## src/rtl/rca_ft_pkg.sv

```systemverilog
// Shared types and the reference full-adder used by the fault-tolerant adder.
package rca_ft_pkg;

    // Fault-injection selector applied to one physical slice.
    typedef enum logic [1:0] {
        INJ_NONE = 2'b00,
        INJ_SUM0 = 2'b01,
        INJ_SUM1 = 2'b10,
        INJ_CINV = 2'b11
    } inj_mode_e;

    // BIST sequencer states.
    typedef enum logic [1:0] {
        ST_IDLE,
        ST_TEST,
        ST_REMAP,
        ST_DONE
    } bist_state_e;

    // Ideal full adder, returns {carry, sum}.
    function automatic logic [1:0] fa_golden(input logic a, input logic b, input logic c);
        return {(a & b) | (a & c) | (b & c), a ^ b ^ c};
    endfunction

endpackage

```

## src/rtl/ft_fa_slice.sv

```systemverilog
// One physical full-adder slice with an optional overlaid fault.
module ft_fa_slice
    import rca_ft_pkg::*;
(
    input  logic      a,
    input  logic      b,
    input  logic      ci,
    input  inj_mode_e mode,
    output logic      s,
    output logic      co
);

    logic [1:0] golden;

    // Compute the ideal result, then overlay the selected fault.
    always_comb begin
        // NOTE: both outputs get a value before the case, so no path leaves them unassigned (no latch).
        golden = fa_golden(a, b, ci);
        s      = golden[0];
        co     = golden[1];
        case (mode)
            INJ_SUM0: s  = 1'b0;
            INJ_SUM1: s  = 1'b1;
            INJ_CINV: co = ~golden[1];
            default:  ;
        endcase
    end

endmodule

```

## src/rtl/rca_ft_reconfig.sv

```systemverilog
// Fault-tolerant ripple-carry adder with spare slices, built-in self test
// and automatic remapping of logical bits onto healthy physical slices.
module rca_ft_reconfig
    import rca_ft_pkg::*;
#(
    parameter int WIDTH  = 4,
    parameter int SPARES = 1,
    parameter int IDX_W  = $clog2(WIDTH + SPARES)
) (
    input  logic                     clk,
    input  logic                     init,
    input  logic [WIDTH-1:0]         a,
    input  logic [WIDTH-1:0]         b,
    input  logic                     cin,
    input  logic                     in_valid,
    output logic [WIDTH-1:0]         s,
    output logic                     cout,
    output logic                     out_valid,
    input  logic                     start_bist,
    output logic                     bist_busy,
    output logic                     bist_done,
    output logic [WIDTH+SPARES-1:0]  sf,
    output logic [WIDTH+SPARES-1:0]  cf,
    output logic                     unrepairable,
    input  logic                     inj_en,
    input  logic [IDX_W-1:0]         inj_slice,
    input  logic [1:0]               inj_mode
);

    localparam int P = WIDTH + SPARES;

    bist_state_e      state, state_nxt;
    logic [IDX_W-1:0] k;
    logic [2:0]       v;
    logic             test_mode;
    logic [1:0]       golden;

    logic [IDX_W-1:0] map   [WIDTH];
    logic [IDX_W-1:0] remap [WIDTH];
    logic [P-1:0]     faulty;
    logic             repairable;
    int               free_cnt;
    int               fault_cnt;

    logic [P-1:0]     pa, pb, used, slice_s, slice_c;
    logic [WIDTH-1:0] sum_nxt;
    logic             cout_nxt;

    // BIST state register.
    always_ff @(posedge clk) begin
        // NOTE: clocked state uses non-blocking assignments so every register samples pre-edge values.
        if (init) state <= ST_IDLE;
        else      state <= state_nxt;
    end

    // Next-state and status decode for the BIST sequencer.
    always_comb begin
        state_nxt = state;
        bist_busy = 1'b0;
        bist_done = 1'b0;
        test_mode = 1'b0;
        case (state)
            ST_IDLE:  if (start_bist) state_nxt = ST_TEST;
            ST_TEST: begin
                bist_busy = 1'b1;
                test_mode = 1'b1;
                if (k == IDX_W'(P - 1) && v == 3'd7) state_nxt = ST_REMAP;
            end
            ST_REMAP: begin
                bist_busy = 1'b1;
                state_nxt = ST_DONE;
            end
            ST_DONE: begin
                bist_done = 1'b1;
                state_nxt = ST_IDLE;
            end
            default:  state_nxt = ST_IDLE;
        endcase
    end

    // Route operands to the physical slices: mapped operands normally,
    // a single isolated test vector on slice k during TEST.
    always_comb begin
        pa   = '0;
        pb   = '0;
        used = '0;
        for (int i = 0; i < WIDTH; i++) begin
            used[map[i]] = 1'b1;
            pa[map[i]]   = a[i];
            pb[map[i]]   = b[i];
        end
        if (test_mode) begin
            pa    = '0;
            pb    = '0;
            pa[k] = v[2];
            pb[k] = v[1];
        end
    end

    // Physical slices. The carry walks the slices in physical order and
    // skips unused ones; because the map is always ascending this equals
    // logical order and has no combinational loop.
    for (genvar p = 0; p < P; p++) begin : g_slice
        logic      chain_in, chain_out, ci, co;
        inj_mode_e mode;

        if (p == 0) begin : g_first
            assign chain_in = cin;
        end else begin : g_rest
            assign chain_in = g_slice[p-1].chain_out;
        end

        assign ci        = test_mode ? ((k == IDX_W'(p)) & v[0]) : chain_in;
        assign chain_out = used[p] ? co : chain_in;
        assign mode      = (inj_en && inj_slice == IDX_W'(p)) ? inj_mode_e'(inj_mode) : INJ_NONE;
        assign slice_c[p] = co;

        ft_fa_slice u_fa (
            .a    (pa[p]),
            .b    (pb[p]),
            .ci   (ci),
            .mode (mode),
            .s    (slice_s[p]),
            .co   (co)
        );
    end

    assign golden   = fa_golden(v[2], v[1], v[0]);
    assign cout_nxt = g_slice[P-1].chain_out;

    // Gather the logical sum bits from their physical slices.
    always_comb begin
        sum_nxt = '0;
        for (int i = 0; i < WIDTH; i++) sum_nxt[i] = slice_s[map[i]];
    end

    // Build the candidate map: logical i onto the i-th healthy slice.
    always_comb begin
        faulty    = sf | cf;
        free_cnt  = 0;
        fault_cnt = 0;
        for (int i = 0; i < WIDTH; i++) remap[i] = IDX_W'(i);
        for (int p = 0; p < P; p++) begin
            if (faulty[p]) begin
                fault_cnt++;
            end else begin
                for (int i = 0; i < WIDTH; i++)
                    if (free_cnt == i) remap[i] = IDX_W'(p);
                free_cnt++;
            end
        end
        repairable = (fault_cnt <= SPARES);
    end

    // BIST counters, sticky fault maps and the slice map.
    always_ff @(posedge clk) begin
        if (init) begin
            k            <= '0;
            v            <= '0;
            sf           <= '0;
            cf           <= '0;
            unrepairable <= 1'b0;
            // NOTE: the map is a register array but must reset, since identity is the working default.
            for (int i = 0; i < WIDTH; i++) map[i] <= IDX_W'(i);
        end else begin
            if (state == ST_TEST) begin
                v <= v + 3'd1;
                if (v == 3'd7) k <= k + IDX_W'(1);
                if (slice_s[k] != golden[0]) sf[k] <= 1'b1;
                if (slice_c[k] != golden[1]) cf[k] <= 1'b1;
            end else begin
                k <= '0;
                v <= '0;
            end
            if (state == ST_REMAP) begin
                unrepairable <= !repairable;
                if (repairable)
                    for (int i = 0; i < WIDTH; i++) map[i] <= remap[i];
            end
        end
    end

    // Result register; operands offered while BIST is busy are dropped.
    always_ff @(posedge clk) begin
        if (init) begin
            s         <= '0;
            cout      <= 1'b0;
            out_valid <= 1'b0;
        end else begin
            out_valid <= in_valid && !bist_busy;
            if (in_valid && !bist_busy) begin
                s    <= sum_nxt;
                cout <= cout_nxt;
            end
        end
    end

endmodule

```

## config.mk

```make
export PLATFORM = sky130hd
export DESIGN_NAME = rca_ft_reconfig
export DESIGN_NICKNAME = d
export VERILOG_FILES = /design/src/rtl/rca_ft_pkg.sv /design/src/rtl/ft_fa_slice.sv /design/src/rtl/rca_ft_reconfig.sv
export SDC_FILE = /design/constraint.sdc
export NUM_CORES = 1
export LEC_CHECK = 0
export ABC_AREA = 1
export ABC_CLOCK_PERIOD_IN_PS = 8640
export CAP_MARGIN = 10
export CORE_MARGIN = 10
export CORE_UTILIZATION = 62
export DETAILED_ROUTE_END_ITERATION = 16
export PLACE_DENSITY = 0.87
export SLEW_MARGIN = 20
export SYNTH_ARGS = -nofsm -noshare
export SYNTH_HDL_FRONTEND = slang
export SYNTH_HIERARCHICAL = 1
export SYNTH_SLANG_ARGS = --single-unit
```

## constraint.sdc

```tcl
create_clock -name clk -period 8.64 [get_ports clk]
set_input_delay 0.864 -clock clk [delete_from_list [all_inputs] [get_ports clk]]
set_output_delay 0.864 -clock clk [all_outputs]
set_load 0.1 [all_outputs]
```

==> impl_metrics.tcl <==
set metrics [dict create \
    run_status "finished clean" \
    yosysWarnings 6 \
    clockRootBuffer "clkbuf_8" \
    syn_nets 550 \
    slew_viol_final 0 \
    grt_max_degree 25 \
    drt_iter0_markers 264 \
    fill_cells 393 \
    wire_per_inst_um 16.1 \
    grt_overflow 0 \
    rows 26 \
    stdcell_count 606 \
    async_flop_share_pct 0 \
    drcViolationCount 0 \
    totalWireLength_um 9750 \
    switchingPower_uw 557 \
    setup_tns_ns 0 \
    powerDensity_nw_per_um2 264 \
    max-vdd-ir-drop_mv 0.270 \
    postRouteAntennaNets 0 \
    p_seq_share_pct 22.4 \
    initial_core_util_pct 64.9 \
    post_synth_num_cell_types 37 \
    cts_made_buffers 5 \
    fin_skew_ns 0.00884 \
    cts_resized 0 \
    dp_hpwl_um 7940 \
    post-route-util_pct 75.6 \
    cpMaxStageDelayCell "ha_1" \
    drv_cap 0 \
    tightestPinTransition_ns 1.01 \
    clk_path_buf_depth 2 \
    ys.flop_type "dfxtp_1" \
    globalplace.congestion 1.02 \
    die_h_um 93.6 \
    syn_inst 494 \
    layout.nets 591 \
    antenna_found_initial 1 \
    finalHoldViolCount 0 \
    clkPwrFrac_pct 13.7 \
    die_w_um 93.6 \
    dp.cells 598 \
    worstSkewPairLatency_ns 0.30 \
    p_leak_uw 0.00179 \
    multi_input_area_um2 2100 \
    regArea_um2 861 \
    cts.reportedPaths.clkPinSlew_ns 0.08 \
    rsz0062_at_grt "no" \
    vias_per_cell 5.77 \
    htreeDepth 2 \
    cp_common_cell "nand2_1" \
    fin_crit_sh_pct 81.6 \
    max_stage_delay_ns 0.74 \
    end_kind "flop" \
    synth.cell_area_um2 3350 \
    swShare_pct 53.9 \
    min_period_ns 7.05 \
    internal_power_uw 476 \
    p_total_uw 1030 \
    worst-endpoint-arrival_ns 7.21 \
    synth.avg_cell_area_um2 6.79 \
    synth_edf_count 12 \
    cts_num_sinks 37 \
    max_freq_ghz 0.142 \
    cp-start-kind "flop" \
    hp-class "flop to flop" \
    ios 38 \
    p_comb_share_pct 63.9 \
    area_delta_synth_final_pct 16.6 \
    critPathMaxFanout 24 \
    cts_tree "done" \
    drive_above_1_share_pct 5.22 \
    whs_ns 0.468 \
    dr.pass1.iters 7 \
    die-area_um2 8750 \
    setup_viol 0 \
    worstPathRequired_ns 8.80 \
    grt_pass1_wl_um 16300 \
    port_buffers 37 \
    vias 3496 \
    ys_ff_latch 37 \
    antenna_cells 0 \
    slew_headroom_pct 32.3 \
    grt_pass1_vias 3414 \
    ys_seq_area_share_pct 25.7 \
    worstSetupPathType "flop to flop" \
    ctsHoldBuffers 0 \
    core_um2 5170 \
    grtUsageTotal_pct 23.1 \
    post_cts_buffers 0 \
]
==> routing by layer <==
| metal | vias up | GRT usage (%) | wire length, µm |
|---|---|---|---|
| met1 | 1564 | 26.8 | 3960 |
| met3 | 41 | 4.56 | 679 |
| met2 | 166 | 39.7 | 4670 |
| li1 | 1723 | - | - |
| met4 | 2 | 11.0 | 420 |
| met5 | - | 0 | 13 |
==> through the flow <==
stage	setup WS (ns)	area, µm²
floorplan	2.54	3350
global placement	1.61	3800
detailed placement	1.41	3800
CTS	1.68	3910
global route	1.10	3910
finish	1.59	3910
==> power groups by stage <==
stage,sequential [µW],combinational [µW],clock (µW)
5_1_grt,235,715,150
2_1_floorplan,335,388,0
4_1_cts,231,648,143
3_5_place_dp,234,644,0
6_report,231,660,141
3_3_place_gp,233,630,0
==> cells in the mapped netlist (3+ instances only) <==
library cell / instances / area, µm²
nor2_2: 3 / 18.8
nand2_2: 4 / 25.0
o22ai_1: 21 / 131
nor2_1: 48 / 180
nand2_1: 92 / 345
ha_1: 31 / 388
nand4_1: 14 / 87.6
fa_1: 6 / 120
a211oi_1: 3 / 22.5
nand3_1: 30 / 150
o21ai_0: 36 / 180
nor3_1: 14 / 70.1
clkbuf_1: 3 / 11.3
dfxtp_1: 25 / 500
edfxtp_1: 12 / 360
a21oi_1: 22 / 110
a31oi_1: 8 / 50.1
inv_1: 99 / 372
o211ai_1: 3 / 22.5
==> cell type report <==
type                    instances  share of cell area (%)
clock buffers                   6                    2.40
clock inverters                 2                   0.384
inverters                     102                    9.86
multi-input cells             352                    53.6
flip-flops and latches         37                    22.0
well taps                      70                    2.24
repair buffers                 37                    9.47
==> flip-flops by register name, summed over array words and instances, names as in the netlist <==
register / flops
cf: 5
cout: 1
k: 3
map: 12
out_valid: 1
s: 4
sf: 5
state: 2
unrepairable: 1
v: 3
==> worst paths after layout <==
path / end / depth (start not counted) / slack (ns) / startpoint
worst max-delay path: sf[2]$_SDFFE_PP0P_ / 42 / 1.59 / state[1]$_SDFFE_PP0P_
worst min-delay path: cf[1]$_SDFFE_PP0P_ / 2 / 0.47 / cf[1]$_SDFFE_PP0P_
worst max register to register: sf[2]$_SDFFE_PP0P_ / 42 / 1.59 / state[1]$_SDFFE_PP0P_
worst min register to register: cf[1]$_SDFFE_PP0P_ / 2 / 0.47 / cf[1]$_SDFFE_PP0P_
==> cell families after synthesis <==
group / synth area share, %
and+or+nand+nor: 28.5
buffers and inverters: 11.8
AOI/OAI and AO/OA: 17.0
adders and majority gates: 15.1
DFF: 25.7
xor gates and xnor gates: 1.57
muxes: 0.298
==> critical path: cells and delay by family, from the launching register on <==
kind	cells	cell delay [ns]
simple gates	19	1.70
buf+inv	6	0.64
flops	1	0.33
compound gates	11	1.48
fa+ha+maj	6	2.75
==> layout by cell type (no fill, tap or decap), drive strengths merged, types with 3 or more instances in the layout <==
cell type        n
a211oi           3
a21oi           23
a31oi            8
clkbuf           6
clkdlybuf4s50   37
dfxtp           25
edfxtp          12
fa               6
ha              31
inv            103
nand2           97
nand3           30
nand4           15
nor2            52
nor3            14
o211ai           3
o21ai           37
o22ai           21
xor2             3
(Power assumes the default switching activity.)
==> patch: new RTL, same settings <==
Re-encode `bist_state_e` (4 states) as Gray code, 2 bits wide.
--- a/src/rtl/rca_ft_pkg.sv
+++ b/src/rtl/rca_ft_pkg.sv
@@ -11,10 +11,10 @@
 
     // BIST sequencer states.
     typedef enum logic [1:0] {
-        ST_IDLE,
-        ST_TEST,
-        ST_REMAP,
-        ST_DONE
+        ST_IDLE  = 2'b00,
+        ST_TEST  = 2'b01,
+        ST_REMAP = 2'b11,
+        ST_DONE  = 2'b10
     } bist_state_e;
 
     // Ideal full adder, returns {carry, sum}.
Check against the original RTL: same outputs for any inputs over 10 cycles, from zero or initial values; not proved beyond that.
==> patch against the unedited design <==
- final area down 1.6%
- setup slack better by 0.040 ns
- count of clock-buffer cells in the layout unchanged
- wire length down 5.3%
- via count down 1.2%
- maximum frequency up 0.57%
- sequential cell count unchanged
- synthesized cell count down 0.20%
- synthesized area down 2.0%
- non-clock buffer count unchanged
- first-iteration DRC count down 4.5%
- core utilization down 0.71 points
Power is not compared: it rests on default switching activity, and its combinational part moved more than twofold at a synthesized area within 25%.
==> patch: results (changes against the unedited design) <==
Cells and area
  • Share of cells above drive strength 1: 0.06929 (+0.01705)
  • Final nets: 585 (-1.0%)
  • Antenna diode count: 0 (unchanged)
  • Largest registers: map x12, cf x5, sf x5

Yosys
  • Cell variety after synth: 35 (-5.4%)
  • Top-count cell post-synth: nand2_1
  • Top cells by count, synth: 97 x nand2_1, 89 x inv_1, 61 x nor2_1
  • Sequential area share after synthesis: 0.2618 (+0.005175)
  • Ys flop type: dfxtp_1
  • Post-synth EDFFs: 12 (unchanged)
  • Ys async rst share: 0 (unchanged)
  • Post-synth net total: 545 (-0.91%)
  • Synth warnings: 6 (unchanged)
  • Main area contributors after synthesis: dfxtp_1 15%, nand2_1 11%, edfxtp_1 11%

Detailed routing
  • Mean routed wirelength per cell: 15.28 um (-5.0%)
  • First-pass DRT Iterations: 5 (-2)
  • 1st-iter DRT viols: 252 (-4.5%)
  • Via density: 5.719 (-0.87%)

STA
  • Slew @ Worst Pin: 1.024 ns (+0.01172 ns)
  • Worst Clk Skew: 0.005880 ns (-0.002958 ns)

Critical path
  • Slowest CP cell: nor2_1
  • Crit path DAT: 7.23 ns (+0.02 ns)
  • Max FO, Critical Path: 14 (-42%)
  • CP top delay family: simple AND/OR/NAND/NOR gates
  • CP peak stage delay: 0.72 ns (-0.02 ns)

GRT
  • Largest net degree at the start of global routing: 17 (-32%)
  • Total track usage: 0.2157 (-0.01501)
  • Global-route wire length before repair: 15600 um (-4.3%)
  • Antenna violations before repair: 0 (-1)
  • Vias in the first global route: 3453 (+1.1%)

Pwr
  • Switch Pwr: 0.0001517 W

Placement
  • Dpl hpwl: 7198 um (-9.3%)
  • PortBufs: 37 (unchanged)
  • RD Place Congestion: 0.9831 (-3.2%)

Clock tree
  • CTS root buffer: clkbuf_8
  • # Post-CTS Setup Buffers: 0 (unchanged)
  • Post-CTS sizing: 0 (unchanged)
  • Total CTS buffers: 5 (unchanged)
  • H-tree levels: 2 (unchanged)

Status
  • Status: completed
-- patch: metrics by stage --
step                cell area, um2  total power (W)  instances  utilization  worst slack [ns]
CTS                           3849        0.0004666        604       0.7488             1.660
global placement              3730        0.0003087        596       0.7257             1.764
detailed placement            3730        0.0003113        596       0.7257             1.522
floorplan                     3288        0.0002763        493            -             2.642
global route                  3849        0.0004874        604       0.7488            0.9267
finish                        3849        0.0004676        604       0.7488             1.629
-- patch: routing by layer --
layer | wire, um | part of all wire | global-route usage | vias up
li1 | - | - | - | 1686
met1 | 3884 | 0.42 | 0.2526 | 1601
met2 | 4437 | 0.48 | 0.3721 | 142
met3 | 642 | 0.070 | 0.03713 | 25
met4 | 268 | 0.029 | 0.1028 | 0
met5 | 0 | 0 | 0 | -
-- patch: worst register-to-register path: cells and delay by family, from the launching register on --
kind | cells | cell delay [ns]
simple gates | 24 | 2.99
compound gates | 9 | 1.29
buf+inv | 5 | 0.40
fa+ha+maj | 5 | 1.86
flops | 1 | 0.40
-- patch: final cells by class --
type / count / area, um2
repair buffers: 37 / 370.4
clock inverters: 2 / 36.28
flip-flops and latches: 37 / 860.8
multi-input cells: 358 / 2058
fillers: 426 / 1291
clock buffers: 6 / 82.58
well taps: 70 / 87.58
inverters: 94 / 352.8
-- patch: logic make-up (layout without fill, tap and decap cells) --
group / Yosys count / count (layout) / share of synthesized area
xor gates and xnor gates: 3 / 3 / 0.01028
and+or+nand+nor: 226 / 226 / 0.3052
adders and majority gates: 33 / 33 / 0.1393
AOI/OAI and AO/OA: 96 / 96 / 0.1712
buffers and inverters: 98 / 139 / 0.1122
DFF: 37 / 37 / 0.2618
-- patch: power by group through the flow --
stage / logic, W / registers [W] / clock network (W)
2_1_floorplan: 0.0000659 / 0.000210 / 0
3_3_place_gp: 0.000117 / 0.000191 / 0
3_5_place_dp: 0.000120 / 0.000192 / 0
4_1_cts: 0.000121 / 0.000188 / 0.000158
5_1_grt: 0.000135 / 0.000188 / 0.000164
6_report: 0.000123 / 0.000188 / 0.000157
-- patch: final timing paths --
kind / cells past startpoint / slack [ns] / start / endpoint
worst max-delay path: 43 / 1.63 / state[0] / sf[0]
worst min-delay path: 2 / 0.49 / cout / cout
worst max register to register: 43 / 1.63 / state[0] / sf[0]
worst min register to register: 2 / 0.49 / cout / cout
